File: config.mk
export PLATFORM = sky130hd
export DESIGN_NAME = branch_pred_ctrl
export DESIGN_NICKNAME = d
export VERILOG_FILES = /design/src/rtl/branch_pred_ctrl.sv
export SDC_FILE = /design/constraint.sdc
export NUM_CORES = 1
export LEC_CHECK = 0
export CORE_UTILIZATION = 43
export CTS_CLUSTER_SIZE = 14
export DETAILED_ROUTE_END_ITERATION = 8
export GPL_TIMING_DRIVEN = 0
export PLACE_DENSITY = 0.72
export SLEW_MARGIN = 5
export SYNTH_ARGS = -nofsm -noshare
export SYNTH_HDL_FRONTEND = slang
export SYNTH_SLANG_ARGS = --single-unit
File: constraint.sdc
create_clock -name i_clk -period 5.6 [get_ports i_clk]
set_input_delay 1.12 -clock i_clk [delete_from_list [all_inputs] [get_ports i_clk]]
set_output_delay 1.12 -clock i_clk [all_outputs]
set_load 0.02 [all_outputs]
File: src/rtl/branch_pred_ctrl.sv
// Branch prediction sequencer: 2-bit saturating PHT, in-order queue of
// outstanding predictions, verdict generation, PHT training, flush on
// mispredict, and saturating hit/miss statistics.
module branch_pred_ctrl #(
    parameter int IDX_W = 4,
    parameter int DEPTH = 4,
    parameter int CNT_W = 16
) (
    input  logic             i_clk,
    input  logic             i_rst_n,
    input  logic             i_br_valid,
    input  logic [IDX_W-1:0] i_br_idx,
    output logic             o_stall,
    output logic             o_pred_valid,
    output logic             o_pred,
    input  logic             i_res_valid,
    input  logic             i_res_taken,
    output logic             o_res_valid,
    output logic             o_correct,
    output logic             o_flush,
    output logic [CNT_W-1:0] o_hit_cnt,
    output logic [CNT_W-1:0] o_miss_cnt
);

    localparam int unsigned PTR_W = $clog2(DEPTH);
    localparam int unsigned PHT_N = 1 << IDX_W;
    localparam logic [PTR_W:0] FULL_CNT = (PTR_W+1)'(DEPTH);

    localparam logic [0:0] ST_RUN   = 1'b0;
    localparam logic [0:0] ST_FLUSH = 1'b1;

    logic [1:0]       pht_q    [PHT_N];
    logic [1:0]       pht_d    [PHT_N];
    logic [IDX_W-1:0] q_idx_q  [DEPTH];
    logic [IDX_W-1:0] q_idx_d  [DEPTH];
    logic             q_pred_q [DEPTH];
    logic             q_pred_d [DEPTH];

    logic [PTR_W-1:0] rd_ptr_q, rd_ptr_d;
    logic [PTR_W-1:0] wr_ptr_q, wr_ptr_d;
    logic [PTR_W:0]   occ_q, occ_d;
    logic [0:0]       state_q, state_d;
    logic             pred_valid_q, pred_valid_d;
    logic             pred_q, pred_d;
    logic             res_valid_q, res_valid_d;
    logic             correct_q, correct_d;
    logic             flush_q, flush_d;
    logic [CNT_W-1:0] hit_cnt_q, hit_cnt_d;
    logic [CNT_W-1:0] miss_cnt_q, miss_cnt_d;

    logic             stall;
    logic             push;
    logic             pop;
    logic             mispred;
    logic [IDX_W-1:0] head_idx;
    logic             head_pred;

    // Next-state: handshakes, queue bookkeeping, PHT training, verdicts, stats
    always_comb begin
        stall     = (occ_q == FULL_CNT) || (state_q == ST_FLUSH);
        push      = i_br_valid && !stall;
        pop       = i_res_valid && (occ_q != '0);
        head_idx  = q_idx_q[rd_ptr_q];
        head_pred = q_pred_q[rd_ptr_q];
        mispred   = pop && (head_pred != i_res_taken);

        pht_d      = pht_q;
        q_idx_d    = q_idx_q;
        q_pred_d   = q_pred_q;
        rd_ptr_d   = rd_ptr_q;
        wr_ptr_d   = wr_ptr_q;
        occ_d      = occ_q;
        hit_cnt_d  = hit_cnt_q;
        miss_cnt_d = miss_cnt_q;

        // Prediction reads pht_q, so a same-cycle update never affects it.
        pred_valid_d = push && !mispred;
        pred_d       = push ? pht_q[i_br_idx][1] : 1'b0;
        res_valid_d  = pop;
        correct_d    = pop ? !mispred : 1'b1;
        flush_d      = mispred;
        state_d      = mispred ? ST_FLUSH : ST_RUN;

        if (pop) begin
            if (i_res_taken) begin
                if (pht_q[head_idx] != 2'b11) pht_d[head_idx] = pht_q[head_idx] + 2'b01;
            end else begin
                if (pht_q[head_idx] != 2'b00) pht_d[head_idx] = pht_q[head_idx] - 2'b01;
            end
            if (mispred) begin
                if (miss_cnt_q != '1) miss_cnt_d = miss_cnt_q + CNT_W'(1);
            end else begin
                if (hit_cnt_q != '1) hit_cnt_d = hit_cnt_q + CNT_W'(1);
            end
        end

        if (mispred) begin
            // Mispredict discards every younger entry and any same-cycle push.
            rd_ptr_d = '0;
            wr_ptr_d = '0;
            occ_d    = '0;
        end else begin
            if (push) begin
                q_idx_d[wr_ptr_q]  = i_br_idx;
                q_pred_d[wr_ptr_q] = pht_q[i_br_idx][1];
                wr_ptr_d           = wr_ptr_q + PTR_W'(1);
            end
            if (pop) rd_ptr_d = rd_ptr_q + PTR_W'(1);
            if (push && !pop)      occ_d = occ_q + (PTR_W+1)'(1);
            else if (pop && !push) occ_d = occ_q - (PTR_W+1)'(1);
        end
    end

    // Control state, PHT and outputs with synchronous active-low reset
    always_ff @(posedge i_clk) begin
        if (!i_rst_n) begin
            pht_q        <= '{default: 2'b01};
            rd_ptr_q     <= '0;
            wr_ptr_q     <= '0;
            occ_q        <= '0;
            state_q      <= ST_RUN;
            pred_valid_q <= 1'b0;
            pred_q       <= 1'b0;
            res_valid_q  <= 1'b0;
            correct_q    <= 1'b1;
            flush_q      <= 1'b0;
            hit_cnt_q    <= '0;
            miss_cnt_q   <= '0;
        end else begin
            pht_q        <= pht_d;
            rd_ptr_q     <= rd_ptr_d;
            wr_ptr_q     <= wr_ptr_d;
            occ_q        <= occ_d;
            state_q      <= state_d;
            pred_valid_q <= pred_valid_d;
            pred_q       <= pred_d;
            res_valid_q  <= res_valid_d;
            correct_q    <= correct_d;
            flush_q      <= flush_d;
            hit_cnt_q    <= hit_cnt_d;
            miss_cnt_q   <= miss_cnt_d;
        end
    end

    // Queue payload storage; validity is tracked by the pointers and occupancy
    always_ff @(posedge i_clk) begin
        q_idx_q  <= q_idx_d;
        q_pred_q <= q_pred_d;
    end

    assign o_stall      = stall;
    assign o_pred_valid = pred_valid_q;
    assign o_pred       = pred_q;
    assign o_res_valid  = res_valid_q;
    assign o_correct    = correct_q;
    assign o_flush      = flush_q;
    assign o_hit_cnt    = hit_cnt_q;
    assign o_miss_cnt   = miss_cnt_q;

endmodule

== Word level (Yosys, flattened, before mapping) ==
Cells that the tools add are included.
Word-level totals
  flip-flop bits (word level): 97
  input bits: 9
  output and inout bits: 38
  word-level logic and storage cells: 113
Operators by class
  add/sub/neg operators: 8
  $lt $le $gt $ge: 6
  equal/unequal tests: 6
  muxes and demuxes: 28
  bitwise logic cells: 6
  reductions and logical operators: 24
Operators by type and width (count)
  $mux W32: 3
  $bwmux W32: 2
  $add A16 B1 Y16 const B: 2
  $ne A16 B16 Y1 const B: 2
  $bmux W2 S4: 2
  $bwmux W16: 1
  $mux W4: 3
  $ge A5 B5 Y1 const B: 2
  $mux W2: 5
  $not A4 Y5: 2
  $reduce_and A3 Y1: 3
  $bmux W4 S2: 1
  $demux W2 S4: 1
  $demux W4 S2: 1
  $logic_and A1 B1 Y1: 8
  $add A2 B1 Y2 const B: 3
  $ge A3 B3 Y1 const B: 2
  $mux W3: 2
  $not A2 Y3: 2
  $reduce_and A2 Y1: 3
  $reduce_bool A2 Y1: 3
  $lt A5 B1 Y1 const B: 1
  $bwmux W4: 1
  $logic_not A1 Y1: 4
  15 further kinds: 19

== Longest topological paths before layout ==
Gate-level depths: netlist of the first run.
  word-level depth: 12
  gate-level depth with buffers: 15
  mapped depth without buffers: 11

== Least setup slack after synthesis of the first run ==
OpenSTA, ideal clock, no wires.
  path kind: reg2reg
  start point: register rd_ptr_q[0]
  end point: register with a tool-made name
  library setup time: 0.129 ns
  arrival time: 3.359 ns
  required time: 5.471 ns
  path slack: 2.111 ns
  cell stages (with the launch flop): 15
  buffers on the path: 3
  period minus slack after synthesis: 3.489 ns
  cells stage by stage: dfxtp_1 -> buf_6 -> mux4_1 -> buf_2 -> buf_4 -> mux2i_1 -> mux2_2 -> nor2_1 -> or4_1 -> ha_1 -> mux2i_1 -> nand4b_1 -> or2_2 -> mux2i_1 -> nand2_1
RTL lines
  start: declaration: RTL line 39  | logic [PTR_W-1:0] rd_ptr_q, rd_ptr_d;
  start signal: assignment: RTL line 131  | rd_ptr_q <= rd_ptr_d;

==> impl_results.md, run 1 <==
- Status: finished clean
- Syn Inst Count: 468
- Synth top area cells: dfxtp_1 (33%), edfxtp_1 (13%), mux2i_1 (8.1%)
- Ant diodes: 0
- Yosys Warn Count: 0
- Drt first pass iters: 6
- # IOs: 47
- Detail Route Antenna Nets: 0
- DRC violations left: 0
- Die H: 105 um
- Die width: 105 um
- Hold_buf cts: 0
- Syn_nets: 487
- Final setup fails: 0
- Post-Syn Area: 4580 sq um
- Clk sinks: 96
- Top-count cell post-synth: dfxtp_1
- FF+latch count, synth: 96
- Die Area: 11100 sq um
- Util after Layout: 52.0%
- EDFF count, synth: 20
- Async set-reset flop share out of synthesis: 0%
- # Post-CTS Setup Buffers: 0
- CTS tree: yes
- Setup TNS: 0 ns
- RD Place Congestion: 0.837
- Mean post-synth cell area: 9.79 sq um
- Area grow syn2layout: 17.2%
- Fmax: 240 MHz
- DP Wirelength: 7470 um
- CTS clk-pin slew, worst paths: about 0.090 ns
- Nets@finish: 542
- Placed cell area: 5190 sq um
- Post-cts resize count: 0
- Fillers: about 950
- Worst R2R Path Depth: 14
- Worst hold-check path type: reg2reg
- Initial DRC Count: 240
- Total GRT Usage: 19.9%
- Routed vias: between 3000 and 4000
- Hold Path Cell Cnt: 2
- Max clock buf depth: 2
- Design area: approximately 5400 sq um
- WS Path Type: reg2reg
- Cell Count, Final, Fillers Out: around 660
- Min Tclk post-route: 4.17 ns
- Actual slew at the worst max-slew pin: 0.712 ns
- Worst-Skew Late Latency: 0.37 ns
- Sequential area share after synthesis: 46.3%
- Clock buffer count from CTS: 9
- Total global routing overflow: 0
- Period Utilization, post-route: 74.4%
- Unique masters post-synth: 47
- RSZ-0062 raised after global routing: no
- Worst Setup Start Kind: flop
- Vias in the first global route: 3588
- Initial antenna violation count: 0
- Total wire length: 10500 um
- Dpl cells: roughly 650
- H-tree levels: 3
- Slew Viols, Final: 0
- IR drop worst, VDD: between 0.00015 and 0.0002 V
- Layout cells sized above 1: 7.58%
- Clock root cell: clkbuf_8
- Fin. Hold Viols: 0
- Worst EP arrival: 4.40 ns
- Synth top cells by count: dfxtp_1 (76), nand2_1 (40), mux2i_1 (37), o21ai_0 (36), nor2_1 (35)
- Via/cell ratio: 5.62
- Final Skew: 0.0136 ns
- FF-to-FF setup slack: 1.43 ns
- Row count: 37
- Port-buffer cells: 44
- First-pass GRT wire length: approximately 17000 um
- Synth top area share: 33.2%
- Leakage power: 1.90 nW
- Wirelength per Cell: 15.7 um
- Critical Path RT: 5.84 ns
- Slew margin rel.: 52.2%
- Maxcap violations: 0
- Main flop type after synthesis: dfxtp_1
- Largest net degree at the start of global routing: 18
- Power per cell area: 355 nW/um^2
- Final Hold Slack: approximately 0.48 ns
- CP max FO: 10
- Initial Util: roughly 44%
- Kind of end point of the critical path: flop
- Core ar.: 10300 sq um
- Area leader, netlist: dfxtp_1
## layout make-up
| type | instances | area [sq um] | share of cell area [%] |
|---|---|---|---|
| clock buffers | 9 | 124 | 2.31 |
| plain buffers | 29 | 125 | 2.33 |
| repair buffers | 44 | 440 | 8.21 |
| inverters | 12 | 45.0 | 0.839 |
| flip-flops and latches | 96 | 2120 | 39.5 |
| clock inverters | 7 | 53.8 | 1.00 |
| multi-input cells | 331 | 2290 | 42.6 |
| well taps | 136 | 170 | 3.17 |
## metrics by stage
| stage | total power, mW | setup slack, ns |
|---|---|---|
| 2_1_floorplan | 1.31 | 2.11 |
| 3_3_place_gp | 1.47 | 1.57 |
| 3_5_place_dp | 1.50 | 1.47 |
| 4_1_cts | 1.91 | 1.45 |
| 5_1_grt | 2.02 | 1.21 |
| 6_report | 1.90 | 1.43 |
## report_power, final
part	switching (mW)	internal [mW]
registers	0.0422	0.774
logic	0.414	0.252
clock network	0.257	0.164
## critical path, stage by stage (launching register included)
cell and delay (ns):
dfxtp_1 0.33, buf_6 0.14, mux4_1 0.58, buf_2 0.23, buf_4 0.21, mux2i_1 0.16, mux2_2 0.23, nor2_1 0.07
or4_1 0.41, ha_1 0.20, mux2i_1 0.32, nand4b_1 0.44, or2_2 0.47, mux2i_1 0.16, nand2_1 0.07
## logic make-up after synthesis
family,share of synthesized area (%)
multiplexers,14.5
flip-flops,46.3
AO/OA/AOI/OAI,10.8
AND/OR/NAND/NOR,19.3
adder cells (fa/ha/maj),2.90
XOR/XNOR,2.46
buffers and inverters,3.72
## per-layer routing
layer | wire length, um | vias up | track usage [%]
li1 | - | 1817 | -
met1 | 4860 | 1817 | 26.1
met2 | 5050 | 82 | 33.0
met3 | 391 | 13 | 3.93
met4 | 150 | 0 | 6.24
met5 | 0 | - | 0
## final timing paths
kind | start | endpoint
worst max-delay path | rd_ptr_q[0] | flop
worst min-delay path | flop | flop
worst max register to register | rd_ptr_q[0] | flop
worst min register to register | flop | flop
## cell usage in the layout, fill, tap and decap left out, types with 3 or more instances in the layout
master	count
nand2b_1	6
nand2_1	40
xor2_1	7
mux4_1	3
mux4_2	7
nand4_1	10
and3_1	11
a21oi_1	34
mux2i_1	37
and4_1	4
mux2_2	5
nand3_1	24
ha_1	9
nor3_1	3
inv_1	11
or4_1	9
clkbuf_8	9
buf_2	4
clkinvlp_4	3
or3_1	14
o211ai_1	3
clkbuf_1	23
nor2_1	35
clkdlybuf4s50_1	44
dfxtp_1	76
edfxtp_1	20
o31ai_1	8
o21ai_0	36
xnor2_1	4
No activity file was read; power rests on OpenSTA's default activity.
==> inputs of run 2 (changes only) <==
Settings changed: PLACE_DENSITY 0.72 to 0.75.
Clock period 5.6 ns to 3.39 ns, I/O delays scaled along.
==> impl_results.md, run 2 (synthesis gave the netlist of run 1 again) <==
- Clock root cell: clkbuf_8
- Worst EP arrival: 3.71 ns (-0.69 ns)
- Area of the multi-input gates: 2430 sq um (+6.2%)
- Leakage power: 2.11 nW (+11%)
- Total wire length: 11700 um (+12%)
- Wirelength per Cell: 17.1 um (+8.7%)
- Clk sinks: 96 (unchanged)
- Final setup fails: 17 (+17)
- H-tree levels: 3 (unchanged)
- Most common cell after layout, fill and taps aside: dfxtp_1
- Die Area: 11100 sq um (unchanged)
- Register area: 2120 sq um (about the same)
- # IOs: 47 (unchanged)
- Nets@finish: 562 (+3.7%)
- FF-to-FF setup slack: -0.09 ns (-1.53 ns)
- Fin. Hold Viols: 0 (unchanged)
- DP Wirelength: 7600 um (+1.7%)
- Core ar.: 10300 sq um (unchanged)
- Failing checks: setup timing
- Ant diodes: 0 (unchanged)
- Initial DRC Count: 232 (-3.3%)
- Min Tclk post-route: 3.48 ns (-0.683 ns)
- RSZ-0062 raised after global routing: yes
- Layout cells sized above 1: 16.6% (+9.0 points)
- Design area: 5750 sq um (+7.1%)
- DRC violations left: 0 (unchanged)
- Slew margin rel.: 56.1% (+4.0 points)
- Port-buffer cells: 44 (unchanged)
- Fillers: 882 (-7.3%)
- Reg2reg start: rd_ptr_q[0]
- Kind of end point of the critical path: flop
- Status: finished with violations
- Final Hold Slack: 0.491 ns (+0.00648 ns)
- CTS tree: yes
- Die H: 105 um (unchanged)
- Worst hold-check path type: reg2reg
- Detail Route Antenna Nets: 0 (unchanged)
- Total global routing overflow: 0 (unchanged)
- Row count: 37 (unchanged)
- Most frequent cells in the layout: dfxtp_1 (75), clkdlybuf4s50_1 (44), nand2_1 (39)
- Placed cell area: 5200 sq um (+0.12%)
- Max clock buf depth: 2 (unchanged)
- Setup TNS: -0.747 ns (-0.747 ns)
- Clock buffer count from CTS: 9 (unchanged)
- Fmax: 287 MHz (+20%)
- Critical Path RT: 3.61 ns (-2.23 ns)
- Actual slew at the worst max-slew pin: 0.658 ns (-0.0544 ns)
- First-pass GRT wire length: 18300 um (+5.2%)
- Routed vias: 3962 (+6.2%)
- Initial Util: 44.4% (unchanged)
- Hold_buf cts: 0 (unchanged)
- Cell Count, Final, Fillers Out: 684 (+3.0%)
- Worst-Skew Late Latency: 0.37 ns (about the same)
- WS Path Type: reg2reg
- Util after Layout: 55.7% (+3.7 points)
- Final Worst Setup Slack: -0.0938 ns (-1.53 ns)
- Final Skew: 0.00933 ns (-0.00423 ns)
- Area grow syn2layout: 25.5%
- Maxcap violations: 0 (unchanged)
- IR drop worst, VDD: 0.000323 V (+110%)
- Vias in the first global route: 3726 (+3.8%)
- Period Utilization, post-route: 103% (+28 points)
- Largest net degree at the start of global routing: 16 (-2)
- Total GRT Usage: 21.0% (+1.1 points)
- Slew Viols, Final: 0 (unchanged)
- RD Place Congestion: 0.849 (+1.5%)
- CP max FO: 10 (unchanged)
- Drt first pass iters: 5 (-1)
- Die width: 105 um (unchanged)
- Power per cell area: 618 nW/um^2 (+74%)
- Initial antenna violation count: 0 (unchanged)
- Dpl cells: 648 (unchanged)
- CTS clk-pin slew, worst paths: 0.09 ns (about the same)
- Worst Setup Start Kind: flop
- Crit path from: rd_ptr_q[0]
- Via/cell ratio: 5.79 (+3.1%)
[run 2: cell types whose count changed in the layout (fill, tap and decap cells not counted), sizes merged]
cell / previous run / this run
clkinvlp: 4 / 0
clkbuf: 32 / 29
inv: 13 / 12
clkinv: 2 / 6
bufinv: 0 / 1
buf: 6 / 29
[run 2: layout make-up]
type                            count  share of cell area (%)
Inverter                           12                   0.784
Clock buffer                        9                    2.16
Timing Repair Buffer               67                    11.2
Clock inverter                      7                    1.07
Sequential cell                    96                    36.9
Multi-Input combinational cell    331                    42.3
Buffer                             26                    2.63
Tap cell                          136                    2.96
[run 2: path summary, 6_finish.rpt]
path,endpoint,depth (start not counted)
setup / recovery,pht_q[17],15
hold / removal,flop,2
setup reg to reg,pht_q[17],15
hold reg to reg,flop,2
[run 2: report_power, final]
part / leakage, nW / switching (mW) / internal [mW]
clock: 0.0982 / 0.393 / 0.335
combinational: 1.21 / 0.836 / 0.628
sequential: 0.798 / 0.0774 / 1.28
[run 2: timing repair]
item / in CTS / in global routing
resized for setup: 27 / 40
pin swaps: 1 / 4
setup endpoints to repair: 32 / 30
cloned: 0 / 1
buffers inserted: 11 / 11
[run 2: stage by stage]
stage | worst slack, ns | total power, mW
floorplan | -0.0121 | 2.17
global placement | -0.564 | 2.44
detailed placement | -0.663 | 2.48
CTS | -0.00912 | 3.40
global route | -0.221 | 3.71
finish | -0.0938 | 3.55
[run 2: worst max-delay path: stages (launching register included)]
cell	delay, ns
dfxtp_2	0.33
buf_6	0.12
mux4_2	0.54
buf_8	0.17
buf_12	0.13
buf_4	0.15
mux2i_1	0.19
o211ai_1	0.15
mux2_2	0.29
ha_1	0.23
mux2i_4	0.21
buf_4	0.16
nand4_1	0.16
buf_6	0.21
o21ai_0	0.19
a21oi_1	0.10
[run 2: per-layer routing]
layer  part of all wire [%]  global-route usage (%)
met2                     50                    35.5
met4                    2.1                    7.85
met3                    3.7                    3.43
met5                      0                       0
met1                     44                    27.0
==> inputs of run 3 (changes only) <==
Settings changed: REMOVE_ABC_BUFFERS from default to 1.
==> impl_results.md, run 3 (synthesis gave the netlist of run 1 again) <==
- Fillers: 854 (-3.2%)
- Worst Setup Start Kind: flop
- WS Path Type: reg2reg
- H-tree levels: 3 (unchanged)
- Core ar.: 10300 sq um (unchanged)
- Psw: 1.25 mW (-4.0%)
- Total GRT Usage: 18.8% (-2.3 points)
- Total global routing overflow: 0 (unchanged)
- Kind of end point of the critical path: flop
- Die width: 105 um (unchanged)
- Drt first pass iters: 4 (-1)
- Clk sinks: 96 (unchanged)
- Most frequent cells in the layout: dfxtp_1 (74), clkdlybuf4s50_1 (46), nand2_1 (39)
- Final Hold Slack: 0.494 ns (+0.00213 ns)
- Slew Viols, Final: 0 (unchanged)
- Fin. Hold Viols: 0 (unchanged)
- Largest net degree at the start of global routing: 48 (+32)
- Final Skew: 0.00981 ns (+0.000474 ns)
- Vias in the first global route: 3435 (-7.8%)
- Worst EP arrival: 3.63 ns (-0.08 ns)
- RD Place Congestion: 0.750 (-12%)
- IR drop worst, VDD: 0.000271 V (-16%)
- Design area: 5580 sq um (-3.0%)
- Critical Path RT: 3.62 ns (about the same)
- Total wire length: 10500 um (-11%)
- Die H: 105 um (unchanged)
- CTS tree: yes
- CP max stage cell: mux4_2
- CP max FO: 12 (+2)
- Placed cell area: 5080 sq um (-2.1%)
- Clock root cell: clkbuf_8
- Wirelength per Cell: 16.0 um (-6.7%)
- Initial antenna violation count: 0 (unchanged)
- Area of the multi-input gates: 2390 sq um (-1.7%)
- Area grow syn2layout: 21.8%
- Register area: 2130 sq um (+0.18%)
- Period Utilization, post-route: 100% (-2.3 points)
- Actual slew at the worst max-slew pin: 1.10 ns (+0.437 ns)
- Detail Route Antenna Nets: 0 (unchanged)
- Layout cells sized above 1: 13.7% (-2.9 points)
- Ant diodes: 0 (unchanged)
- Dpl cells: 621 (-4.2%)
- Clock power frac: 23.2% (+2.7 points)
- Max clock buf depth: 2 (unchanged)
- Most common cell after layout, fill and taps aside: dfxtp_1
- Nets@finish: 533 (-5.2%)
- Total power: 3.43 mW (-3.3%)
- Leakage power: 2.01 nW (-4.4%)
- First-pass GRT wire length: 16400 um (-10%)
- Fmax: 294 MHz (+2.3%)
- Worst hold-check path type: reg2reg
- CP max stage delay: 0.53 ns (about the same)
- Routed vias: 3706 (-6.5%)
- Row count: 37 (unchanged)
- Final setup fails: 1 (-16)
- Initial DRC Count: 201 (-13%)
- Cell Count, Final, Fillers Out: 655 (-4.2%)
- Crit-path cells: mux4_2, buf_12, mux2i_2, mux2_4, nor2_2, or4_1, ha_2, mux2i_4, nand4b_1, or2_4, mux2i_1, nand2_1
- Port-buffer cells: 46 (+4.5%)
- DP Wirelength: 6810 um (-10%)
- Maxcap violations: 0 (unchanged)
- Failing checks: setup timing
- # IOs: 47 (unchanged)
- Switch share: 36.5% (-0.27 points)
- Worst-Skew Late Latency: 0.38 ns (about the same)
- Via/cell ratio: 5.66 (-2.3%)
- Initial Util: 44.4% (unchanged)
- Final Worst Setup Slack: -0.0166 ns (+0.0772 ns)
- Setup TNS: -0.0166 ns (+0.730 ns)
- Power per cell area: 616 nW/um^2 (-0.33%)
- Slew margin rel.: 26.8% (-29 points)
- RSZ-0062 raised after global routing: yes
- Logic gate share of total power: 37.2% (-4.0 points)
- DRC violations left: 0 (unchanged)
- Min Tclk post-route: 3.41 ns (-0.0772 ns)
- CTS clk-pin slew, worst paths: 0.10 ns (about the same)
- Die Area: 11100 sq um (unchanged)
- Flop pwr share: 39.6% (+1.4 points)
- Status: finished with violations
- Clock buffer count from CTS: 9 (unchanged)
- Hold_buf cts: 0 (unchanged)
- Internal: 2.18 mW (-2.9%)
## run 3: critical path: cells and delay by family (launching register included)
kind | cells | cell delay, ns
fa+ha+maj | 1 | 0.21
simple gates | 5 | 1.20
buf+inv | 1 | 0.17
mux | 5 | 1.27
flops | 1 | 0.39
## run 3: metal layers
layer	share of wire, %	vias to the layer above	GRT usage, %
met5	0	-	0
met4	2.8	0	9.26
met3	3.2	25	3.06
met2	50	75	30.7
met1	44	1801	24.0
li1	-	1805	-
## run 3: through the flow
stage	setup WS, ns	util (%)
after detailed placement	-1.13	49.3
after global placement	-1.06	49.3
after global routing	-0.134	54.0
final	-0.0166	54.0
after CTS	0.00703	52.9
after floorplan	-0.402	-
## run 3: path summary, 6_finish.rpt
kind / from / endpoint / slack, ns / cells after the start
setup / recovery: rd_ptr_q[0] / flop / -0.02 / 12
hold / removal: pht_q[5] / pht_q[5] / 0.49 / 2
setup reg to reg: rd_ptr_q[0] / flop / -0.02 / 12
hold reg to reg: pht_q[5] / pht_q[5] / 0.49 / 2
## run 3: layout make-up
cell class | instances | area share, %
clock buffers | 9 | 2.22
clock inverters | 7 | 1.55
inverters | 12 | 0.808
multi-input cells | 331 | 42.8
flip-flops and latches | 96 | 38.1
well taps | 136 | 3.05
repair buffers | 64 | 11.4
## run 3: power groups by stage
stage	Combinational, mW	Clock, mW	Sequential [mW]
after CTS	1.16	0.806	1.36
final	1.28	0.795	1.36
after global routing	1.39	0.852	1.37
after floorplan	0.706	0	1.39
after detailed placement	1.00	0	1.39
after global placement	0.972	0	1.38
## run 3: timing repair
action | 4_1_cts | 5_1_grt
endpoints found under the hold margin | 0 | 0
pin swaps | 1 | 1
setup endpoints to repair | 32 | 32
resized for setup | 15 | 19
setup buffers | 12 | 5
